$ cat src/rtl/vga_pkg.sv
// Shared types and default 640x480 geometry for the VGA rectangle animator.
package vga_pkg;

  localparam int unsigned VGA_H_VISIBLE    = 640;
  localparam int unsigned VGA_V_VISIBLE    = 480;
  localparam int unsigned VGA_PIXEL_BITS   = 11;

  // Animator sequencing states
  typedef enum logic [1:0] {
    ST_IDLE   = 2'd0,
    ST_STEP_X = 2'd1,
    ST_STEP_Y = 2'd2,
    ST_COMMIT = 2'd3
  } anim_state_e;

  // Per-axis travel direction
  typedef enum logic {
    DIR_INC = 1'b0,
    DIR_DEC = 1'b1
  } dir_e;

endpackage

$ cat src/rtl/vga_axis_bouncer.sv
// One axis of rectangle motion: shadow position, direction and bounce flag.
// A load overrides stepping and leaves the direction untouched.
module vga_axis_bouncer
  import vga_pkg::*;
#(
  parameter int W    = 11,
  parameter int STEP = 2,
  parameter int MAX  = 576,
  parameter int INIT = 0
) (
  input  logic         clk_i,
  input  logic         rst_i,
  input  logic         step_i,
  input  logic         load_i,
  input  logic [W-1:0] load_val_i,
  output logic [W-1:0] pos_o,
  output logic         bounce_o
);

  // One extra bit so pos+STEP can never wrap before the limit compare.
  localparam logic [W:0] STEP_EXT = (W+1)'(STEP);
  localparam logic [W:0] MAX_EXT  = (W+1)'(MAX);

  logic [W-1:0] pos_q, pos_d;
  dir_e         dir_q, dir_d;
  logic         bounce_q, bounce_d;
  logic [W:0]   pos_ext;
  logic [W:0]   sum;
  logic [W:0]   diff;

  // Next position/direction: load, or step with reflection at 0 and MAX.
  always_comb begin
    pos_d    = pos_q;
    dir_d    = dir_q;
    bounce_d = bounce_q;
    pos_ext  = {1'b0, pos_q};
    sum      = pos_ext + STEP_EXT;
    diff     = pos_ext - STEP_EXT;
    if (load_i) begin
      pos_d    = load_val_i;
      bounce_d = 1'b0;
    end else if (step_i) begin
      bounce_d = 1'b0;
      if (dir_q == DIR_INC) begin
        if (sum >= MAX_EXT) begin
          pos_d    = MAX_EXT[W-1:0];
          dir_d    = DIR_DEC;
          bounce_d = 1'b1;
        end else begin
          pos_d = sum[W-1:0];
        end
      end else begin
        if (pos_ext <= STEP_EXT) begin
          pos_d    = '0;
          dir_d    = DIR_INC;
          bounce_d = 1'b1;
        end else begin
          pos_d = diff[W-1:0];
        end
      end
    end
  end

  // Axis state registers.
  always_ff @(posedge clk_i or posedge rst_i) begin
    if (rst_i) begin
      pos_q    <= W'(INIT);
      dir_q    <= DIR_INC;
      bounce_q <= 1'b0;
    end else begin
      pos_q    <= pos_d;
      dir_q    <= dir_d;
      bounce_q <= bounce_d;
    end
  end

  assign pos_o    = pos_q;
  assign bounce_o = bounce_q;

endmodule

$ cat src/rtl/vga_rect_animator.sv
// Frame-synchronous bouncing-rectangle controller. Steps the rectangle once
// per frame at vblank start and only updates renderer inputs in COMMIT.
// Optional host position write port: define VGA_RECT_ANIM_WRITE_EN.
module vga_rect_animator
  import vga_pkg::*;
#(
  parameter int WIDTH_VISIBLE  = VGA_H_VISIBLE,
  parameter int HEIGHT_VISIBLE = VGA_V_VISIBLE,
  parameter int PIXEL_BITWIDTH = VGA_PIXEL_BITS,
  parameter int RECT_WIDTH     = 64,
  parameter int RECT_HEIGHT    = 48,
  parameter int INIT_X         = 0,
  parameter int INIT_Y         = 0,
  parameter int STEP_X         = 2,
  parameter int STEP_Y         = 1
) (
  input  logic                      i_clk,
  input  logic                      i_reset,
  input  logic [PIXEL_BITWIDTH-1:0] i_vga_x,
  input  logic [PIXEL_BITWIDTH-1:0] i_vga_y,
  input  logic                      i_enable,
`ifdef VGA_RECT_ANIM_WRITE_EN
  input  logic                      i_wr_valid,
  output logic                      o_wr_ready,
  input  logic [PIXEL_BITWIDTH-1:0] i_wr_x,
  input  logic [PIXEL_BITWIDTH-1:0] i_wr_y,
`endif
  output logic [PIXEL_BITWIDTH-1:0] o_rect_x,
  output logic [PIXEL_BITWIDTH-1:0] o_rect_y,
  output logic [PIXEL_BITWIDTH-1:0] o_rect_width,
  output logic [PIXEL_BITWIDTH-1:0] o_rect_height,
  output logic                      o_frame_tick,
  output logic                      o_busy,
  output logic                      o_bounce_x,
  output logic                      o_bounce_y
);

  localparam int PB = PIXEL_BITWIDTH;
  localparam logic [PB-1:0] MAX_X = PB'(WIDTH_VISIBLE - RECT_WIDTH);
  localparam logic [PB-1:0] MAX_Y = PB'(HEIGHT_VISIBLE - RECT_HEIGHT);

  anim_state_e   state_q, state_d;
  logic          match, match_q, trigger;
  logic          pend;
  logic [PB-1:0] wr_x, wr_y;
  logic [PB-1:0] pos_x, pos_y;
  logic          bnc_x, bnc_y;
  logic [PB-1:0] rect_x_q, rect_y_q;
  logic          tick_q, busy_q, bounce_x_q, bounce_y_q;

  // First blank line, first pixel: happens once per frame; edge-detected for safety.
  assign match   = (i_vga_x == '0) && (i_vga_y == PB'(HEIGHT_VISIBLE));
  assign trigger = match && !match_q;

`ifdef VGA_RECT_ANIM_WRITE_EN
  logic          pend_q;
  logic [PB-1:0] wr_x_q, wr_y_q;

  // Trigger has priority over a host write; the write is held off until IDLE.
  assign o_wr_ready = (state_q == ST_IDLE) && !trigger && !pend_q;

  // Capture (clamped) host position; consumed by the next frame's COMMIT.
  always_ff @(posedge i_clk or posedge i_reset) begin
    if (i_reset) begin
      pend_q <= 1'b0;
      wr_x_q <= '0;
      wr_y_q <= '0;
    end else if (state_q == ST_COMMIT) begin
      pend_q <= 1'b0;
    end else if (i_wr_valid && o_wr_ready) begin
      pend_q <= 1'b1;
      wr_x_q <= (i_wr_x > MAX_X) ? MAX_X : i_wr_x;
      wr_y_q <= (i_wr_y > MAX_Y) ? MAX_Y : i_wr_y;
    end
  end

  assign pend = pend_q;
  assign wr_x = wr_x_q;
  assign wr_y = wr_y_q;
`else
  assign pend = 1'b0;
  assign wr_x = '0;
  assign wr_y = '0;
`endif

  vga_axis_bouncer #(
    .W(PB), .STEP(STEP_X), .MAX(WIDTH_VISIBLE - RECT_WIDTH), .INIT(INIT_X)
  ) u_axis_x (
    .clk_i      (i_clk),
    .rst_i      (i_reset),
    .step_i     ((state_q == ST_STEP_X) && !pend),
    .load_i     ((state_q == ST_STEP_X) && pend),
    .load_val_i (wr_x),
    .pos_o      (pos_x),
    .bounce_o   (bnc_x)
  );

  vga_axis_bouncer #(
    .W(PB), .STEP(STEP_Y), .MAX(HEIGHT_VISIBLE - RECT_HEIGHT), .INIT(INIT_Y)
  ) u_axis_y (
    .clk_i      (i_clk),
    .rst_i      (i_reset),
    .step_i     ((state_q == ST_STEP_Y) && !pend),
    .load_i     ((state_q == ST_STEP_Y) && pend),
    .load_val_i (wr_y),
    .pos_o      (pos_y),
    .bounce_o   (bnc_y)
  );

  // Next-state: leave IDLE on a frame trigger when there is work to do.
  always_comb begin
    state_d = state_q;
    case (state_q)
      ST_IDLE:   if (trigger && (i_enable || pend)) state_d = ST_STEP_X;
      ST_STEP_X: state_d = ST_STEP_Y;
      ST_STEP_Y: state_d = ST_COMMIT;
      ST_COMMIT: state_d = ST_IDLE;
      default:   state_d = ST_IDLE;
    endcase
  end

  // State register and match history.
  always_ff @(posedge i_clk or posedge i_reset) begin
    if (i_reset) begin
      state_q <= ST_IDLE;
      match_q <= 1'b0;
    end else begin
      state_q <= state_d;
      match_q <= match;
    end
  end

  // Registered outputs; rectangle and bounce flags move only out of COMMIT.
  always_ff @(posedge i_clk or posedge i_reset) begin
    if (i_reset) begin
      rect_x_q   <= PB'(INIT_X);
      rect_y_q   <= PB'(INIT_Y);
      tick_q     <= 1'b0;
      busy_q     <= 1'b0;
      bounce_x_q <= 1'b0;
      bounce_y_q <= 1'b0;
    end else begin
      tick_q     <= trigger;
      busy_q     <= (state_q != ST_IDLE);
      bounce_x_q <= 1'b0;
      bounce_y_q <= 1'b0;
      if (state_q == ST_COMMIT) begin
        rect_x_q   <= pos_x;
        rect_y_q   <= pos_y;
        bounce_x_q <= bnc_x;
        bounce_y_q <= bnc_y;
      end
    end
  end

  assign o_rect_x      = rect_x_q;
  assign o_rect_y      = rect_y_q;
  assign o_rect_width  = PB'(RECT_WIDTH);
  assign o_rect_height = PB'(RECT_HEIGHT);
  assign o_frame_tick  = tick_q;
  assign o_busy        = busy_q;
  assign o_bounce_x    = bounce_x_q;
  assign o_bounce_y    = bounce_y_q;

endmodule

$ cat config.mk
export PLATFORM = sky130hd
export DESIGN_NAME = vga_rect_animator
export DESIGN_NICKNAME = d
export VERILOG_FILES = /design/src/rtl/vga_pkg.sv /design/src/rtl/vga_axis_bouncer.sv /design/src/rtl/vga_rect_animator.sv
export SDC_FILE = /design/constraint.sdc
export NUM_CORES = 1
export LEC_CHECK = 0
export CAP_MARGIN = 25
export CORE_MARGIN = 2
export CORE_UTILIZATION = 30
export CTS_BUF_LIST = sky130_fd_sc_hd__clkbuf_8
export DETAILED_ROUTE_END_ITERATION = 10
export PLACE_DENSITY = 0.6
export SLEW_MARGIN = 25
export SYNTH_ARGS = -nofsm -noshare
export SYNTH_HDL_FRONTEND = slang
export SYNTH_SLANG_ARGS = --single-unit
$ cat constraint.sdc
create_clock -name i_clk -period 2.7 [get_ports i_clk]
set_input_delay 0.54 -clock i_clk [delete_from_list [all_inputs] [get_ports i_clk]]
set_output_delay 0.54 -clock i_clk [all_outputs]
set_load 0.01 [all_outputs]
======== Word-level counts from Yosys, hierarchy flattened ========
Index checks and enable logic that the tools add are counted.
storage, ports and cells
  flip-flop bits (word level) ............. 55
  bits in latches ......................... 0
  bits in writable memories ............... 0
  bits in read-only memories .............. 0
  output and inout bits ................... 48
  logic and storage cells ................. 54
  memories kept ........................... 0
operators by class
  add/sub/neg operators ................... 4
  multipliers ............................. 0
  divide/modulo/power cells ............... 0
  order comparisons ....................... 4
  equality and inequality tests ........... 5
  shift-type cells ........................ 0
  multiplexer cells ....................... 20
  bitwise operators ....................... 0
  reduce and logical (&&, ||, !) cells .... 7
operator list
  cell                                                             count
  two-way mux 11 bit                                               6
  adder 11 x 1 -> 12 bit, second input constant                    1
  adder 11 x 2 -> 12 bit, second input constant                    1
  >= comparator 12 x 10 -> 1 bit, second input constant            1
  >= comparator 12 x 9 -> 1 bit, second input constant             1
  two-way mux 1 bit                                                12
  == test 11 x 9 -> 1 bit, second input constant                   1
  less-or-equal comparator 11 x 1 -> 1 bit, second input constant  1
  less-or-equal comparator 11 x 2 -> 1 bit, second input constant  1
  zero test 11 bit                                                 1
  subtractor 11 x 1 -> 11 bit, second input constant               1
  subtractor 11 x 2 -> 11 bit, second input constant               1
  one-hot mux 2 bit (4 select lines)                               1
  == test 2 bit, second input constant                             2
  logical AND 1 bit                                                3
  == test 2 x 1 -> 1 bit, second input constant                    1
  zero test 2 bit                                                  1
  two-way mux 2 bit                                                1
  inequality test 2 bit, second input constant                     1
  nonzero test 2 bit                                               1
  zero test 1 bit                                                  1

======== Longest topological paths before layout ========
  word-level depth ........................ 6
  gate-level depth with buffers ........... 9
  depth with buffers taken out ............ 8

======== By module ========
Synthesis repeated with hierarchy kept, for this count alone.
unflattened totals
  cell total of the unflattened synthesis .. 426
  area, all modules ....................... 3971.3 um^2
modules (own cells, without submodules)
  module                       times used  cells an instance  area each (um^2)  seq. area each (um^2)
  vga_rect_animator            1           104                1411.4            725.7
  vga_axis_bouncer (u_axis_y)  1           171                1353.8            325.3
  vga_axis_bouncer (u_axis_x)  1           151                1206.2            325.3

======== Least setup slack after synthesis ========
No wires, ideal clock.
  kind .................................... reg-to-reg
  from .................................... register u_axis_y.pos_q[6] (netlist: u_axis_y.pos_o[6])
  to ...................................... register u_axis_y.pos_q[6] (netlist: u_axis_y.pos_o[6])
  library setup time ...................... 126 ps
  arrival time ............................ 2076 ps
  setup slack ............................. 497 ps
  cell stages (with the launch flop) ...... 9
  buffers on the path ..................... 2
  clock period less this slack ............ 2203 ps
  cells stage by stage .................... dfrtp_1 buf_6 or3_4 or4_4 buf_6 o31ai_4 o21ai_1 a32oi_1 o21ai_1
on the way
  longest elaborated chain between the ends .. 4
  elaborated cells on any way between the ends .. 7
ends and longest elaborated chain
  what                           line                    RTL
  start, declared                vga_axis_bouncer.sv:24  logic [W-1:0] pos_q, pos_d;
  start signal, assigned         vga_axis_bouncer.sv:67  pos_q <= W'(INIT);
  start signal, assigned         vga_axis_bouncer.sv:71  pos_q <= pos_d;
  adder 11 x 1 -> 12 bit         vga_axis_bouncer.sv:37  sum = pos_ext + STEP_EXT;
  >= comparator 12 x 9 -> 1 bit  vga_axis_bouncer.sv:45  if (sum >= MAX_EXT) begin
  two-way mux 11 bit             vga_axis_bouncer.sv:45
  two-way mux 11 bit *           vga_axis_bouncer.sv:44  if (dir_q == DIR_INC) begin
Every way passes the cells marked *; elsewhere a longest branch is shown, timed or not.
A chain may end at the register's enable or synchronous reset.

======== Final worst setup path ========
  from .................................... register u_axis_x.pos_q[4] (netlist: u_axis_x.pos_o[4])
  to ...................................... register u_axis_x.pos_q[4] (netlist: u_axis_x.pos_o[4])
on the way
  longest elaborated chain between the ends .. 4
  elaborated cells on any way between the ends .. 7
ends and longest elaborated chain
  what                            line
  start, declared                 vga_axis_bouncer.sv:24
  start signal, assigned          vga_axis_bouncer.sv:67
  start signal, assigned          vga_axis_bouncer.sv:71
  adder 11 x 2 -> 12 bit          vga_axis_bouncer.sv:37
  >= comparator 12 x 10 -> 1 bit  vga_axis_bouncer.sv:45
  two-way mux 11 bit              vga_axis_bouncer.sv:45
  two-way mux 11 bit *            vga_axis_bouncer.sv:44
Marks and branches as above.

==> results.md <==
* Status: finished clean
* # DRC at 0
* Layout area overhead at 19.4%
* WL/cell at 14.0 microns
* Fin crit period at 2.34 ns
* Fin. Hold Viols at 0
* H-tree depth at 2
* Post-CTS Setup Bufs at 0
* Max Freq at ~430 MHz
* Hold Path Depth at 1
* Hold Path Class: register to register
* Max Slew Vio Count at 0
* Synth warnings at 0
* Actual slew at the worst max-slew pin at approximately 0.8 ns
* Antenna Cells at 0
* RSZ-0062 raised after global routing: no
* Ys flop type: dfrtp_1
* Commonest non-fill, non-tap cell in the layout: dfrtp_1
* Synthesis-stage register bit count at 53
* Highest cell delay on the worst timing path at 0.59 ns
* Power after layout at 0.00348 W
* Pre-CTS setup slack at 0.305 ns
* DR vias/cell at between 5 and 6
* First-pass GRT wire length at 13,000 microns
* Routed via count at 2,867
* Mean area per synthesized cell at 9.12 sq um
* Nets at 452
* Placement row count at 38
* Worst-Skew Late Latency at 0.31 ns
* GR Overflow Total at 0
* Reg power frac at between 30 and 40%
* Switch share at 41.7%
* Vias in the first global route at 2,600
* IO buf count at a little under 50
* # setup viols final at 0
* Psw at 0.00145 W
* Cts bufs inserted at 5
* Post-synth EDFFs at 0
* Reg2Reg Depth at 7
* Syn Std Cell Area at between 3000 and 4000 sq um
* Clk pwr share at 13.7%
* Root Driver: clkbuf_8
* Initial antenna violation count at 0
* Pwr dens at about 860 nW/um^2
* Num Clock Sinks at 53
* Die area at 12,200 sq um
* CTS Hold Bufs at 0
* Setup CP Type: register to register
* Core area at 10,900 sq um
* Most frequent cells in the layout: dfrtp_1 (53), clkdlybuf4s50_1 (49), nor2_1 (32)
* Post-cts resize count at 0
* Seq/Total Area, Yosys at between 30% and 40%
* Initial core utilization at 31.0%
* Startpoint types: register
* Layout cell share with drive strength beyond 1 at 12.5%
* Tcrit/Tclk final at between 80% and 90%
* Critical Path RT at around 2.9 ns
* First-pass DRT Iterations at 5
* Worst path slowest cell: or4_1
* Setup TNS at 0 ns
* FFs w/ async S/R, synth at 100%
* Max Root-Sink Buffers at 2
* Die height at 110 microns
* Crit-path max FO at 11
* Num ports at 73
* Comb pwr share at about half
* Min setup slack post-route at 0.356 ns
* Cell internal pwr at slightly above 0.002 W
* Library cells used by synthesis at 62
* Post-route ant nets at 0
* Final GP Congestion at 0.889
* Global Route Usage Sum at 13.5%
* Clock-pin slew on the worst setup and hold paths at 0.09 ns
* Slew margin rel. at 45.1%
* Max Cap Violations at 0
* Iter 0 DRT Violations at between 300 and 400
* Die Wd at 110 microns
* Clock tree from TritonCTS: yes
* LEAKAGE at about 1.7 nW
* Worst Clk Skew at 0.00584 ns
* Detail Placement HPWL at 5650 microns
* Routed WL at 7810 microns
* Worst vdd ir at around 430 uV
* Crit path capture type: register
* Pin count of the biggest net entering global routing at 54
* WP data arrival at ~2.6 ns
* Worst-path cell chain: or4_1 -> or3_1 -> o21ai_2 -> buf_4 -> o21ai_1 -> a22oi_1 -> nand2_1
* Synth Instances at 372
==> worst max-delay path: cells and delay by family, from the launching register on <==
kind,cells,cell delay (ns)
buf+inv,1,0.20
flops,1,0.51
simple gates,3,1.08
compound gates,3,0.45
==> power by group through the flow <==
stage	sequential [W]	combinational (W)	clock, W
final	0.00125	0.00175	0.000478
after global routing	0.00129	0.00197	0.000523
after CTS	0.00125	0.00175	0.000501
after detailed placement	0.00126	0.00174	0
after global placement	0.00126	0.00174	0
after floorplan	0.00121	0.00123	0
==> kinds of logic (layout without fill, tap and decap cells) <==
family | Yosys count | after routing | synth area share [%]
DFF | 53 | 53 | 39.1
AOI/OAI and AO/OA | 87 | 87 | 17.4
other | 2 | 23 | 0.221
xor gates and xnor gates | 3 | 3 | 0.774
buffers and inverters | 65 | 89 | 10.5
and+or+nand+nor | 121 | 121 | 18.2
adders and majority gates | 11 | 11 | 4.06
muxes | 30 | 30 | 9.70
==> cell type report <==
| cell class | instances | area [sq um] |
|---|---|---|
| clock inverter | 2 | 13.8 |
| clock buffer | 6 | 82.6 |
| tap | 140 | 175 |
| fill | 1118 | 6890 |
| sequential | 53 | 1330 |
| multi-input combinational | 275 | 1790 |
| inverter | 21 | 78.8 |
| timing repair buffer | 60 | 586 |
==> stage by stage <==
stage / hold slack, ns / instances / util [%] / cell area [sq um]
6_report: 0.435 / 557 / 37.0 / 4050
5_1_grt: 0.462 / 557 / 37.0 / 4050
4_1_cts: 0.443 / 557 / 37.0 / 4050
3_5_place_dp: 0.430 / 549 / 36.2 / 3950
3_3_place_gp: 0.418 / 549 / 36.2 / 3950
2_1_floorplan: 0.397 / 393 / - / 3470
==> layer usage <==
layer	wire length, microns	GRT usage, %
met1	3570	19.9
met2	3430	19.4
met3	697	3.12
met4	110	4.38
met5	0	0
==> flip-flops by register name, indices dropped and copies added (netlist names), 2 cells and up <==
signal / count
o_rect_y: 11
u_axis_y.pos_o: 11
o_rect_x: 10
u_axis_x.pos_o: 10
state_q: 2
==> worst paths after layout <==
check	to	start	slack (ns)
worst max-delay path	u_axis_x.pos_o[4]$_DFFE_PP0P_	u_axis_x.pos_o[4]$_DFFE_PP0P_	0.36
worst min-delay path	o_frame_tick$_DFF_PP0_	match_q$_DFF_PP0_	0.44
worst max register to register	u_axis_x.pos_o[4]$_DFFE_PP0P_	u_axis_x.pos_o[4]$_DFFE_PP0P_	0.36
worst min register to register	o_frame_tick$_DFF_PP0_	match_q$_DFF_PP0_	0.44
max in group asynchronous	u_axis_y.pos_o[7]$_DFFE_PP0P_	i_reset	1.87
min in group asynchronous	o_rect_x[10]$_DFFE_PP0N_	i_reset	0.58
==> Yosys cell counts (all sizes together) (8+ instances only) <==
master | n | area (sq um)
buf | 33 | 236
nor2 | 32 | 120
o21ai | 27 | 139
nand2 | 26 | 97.6
inv | 19 | 71.3
a21oi | 19 | 95.1
nand3 | 8 | 40.0
mux2 | 23 | 259
ha | 11 | 138
nor3 | 14 | 75.1
dfrtp | 53 | 1330
clkbuf | 11 | 42.5
(Power assumes the default switching activity.)
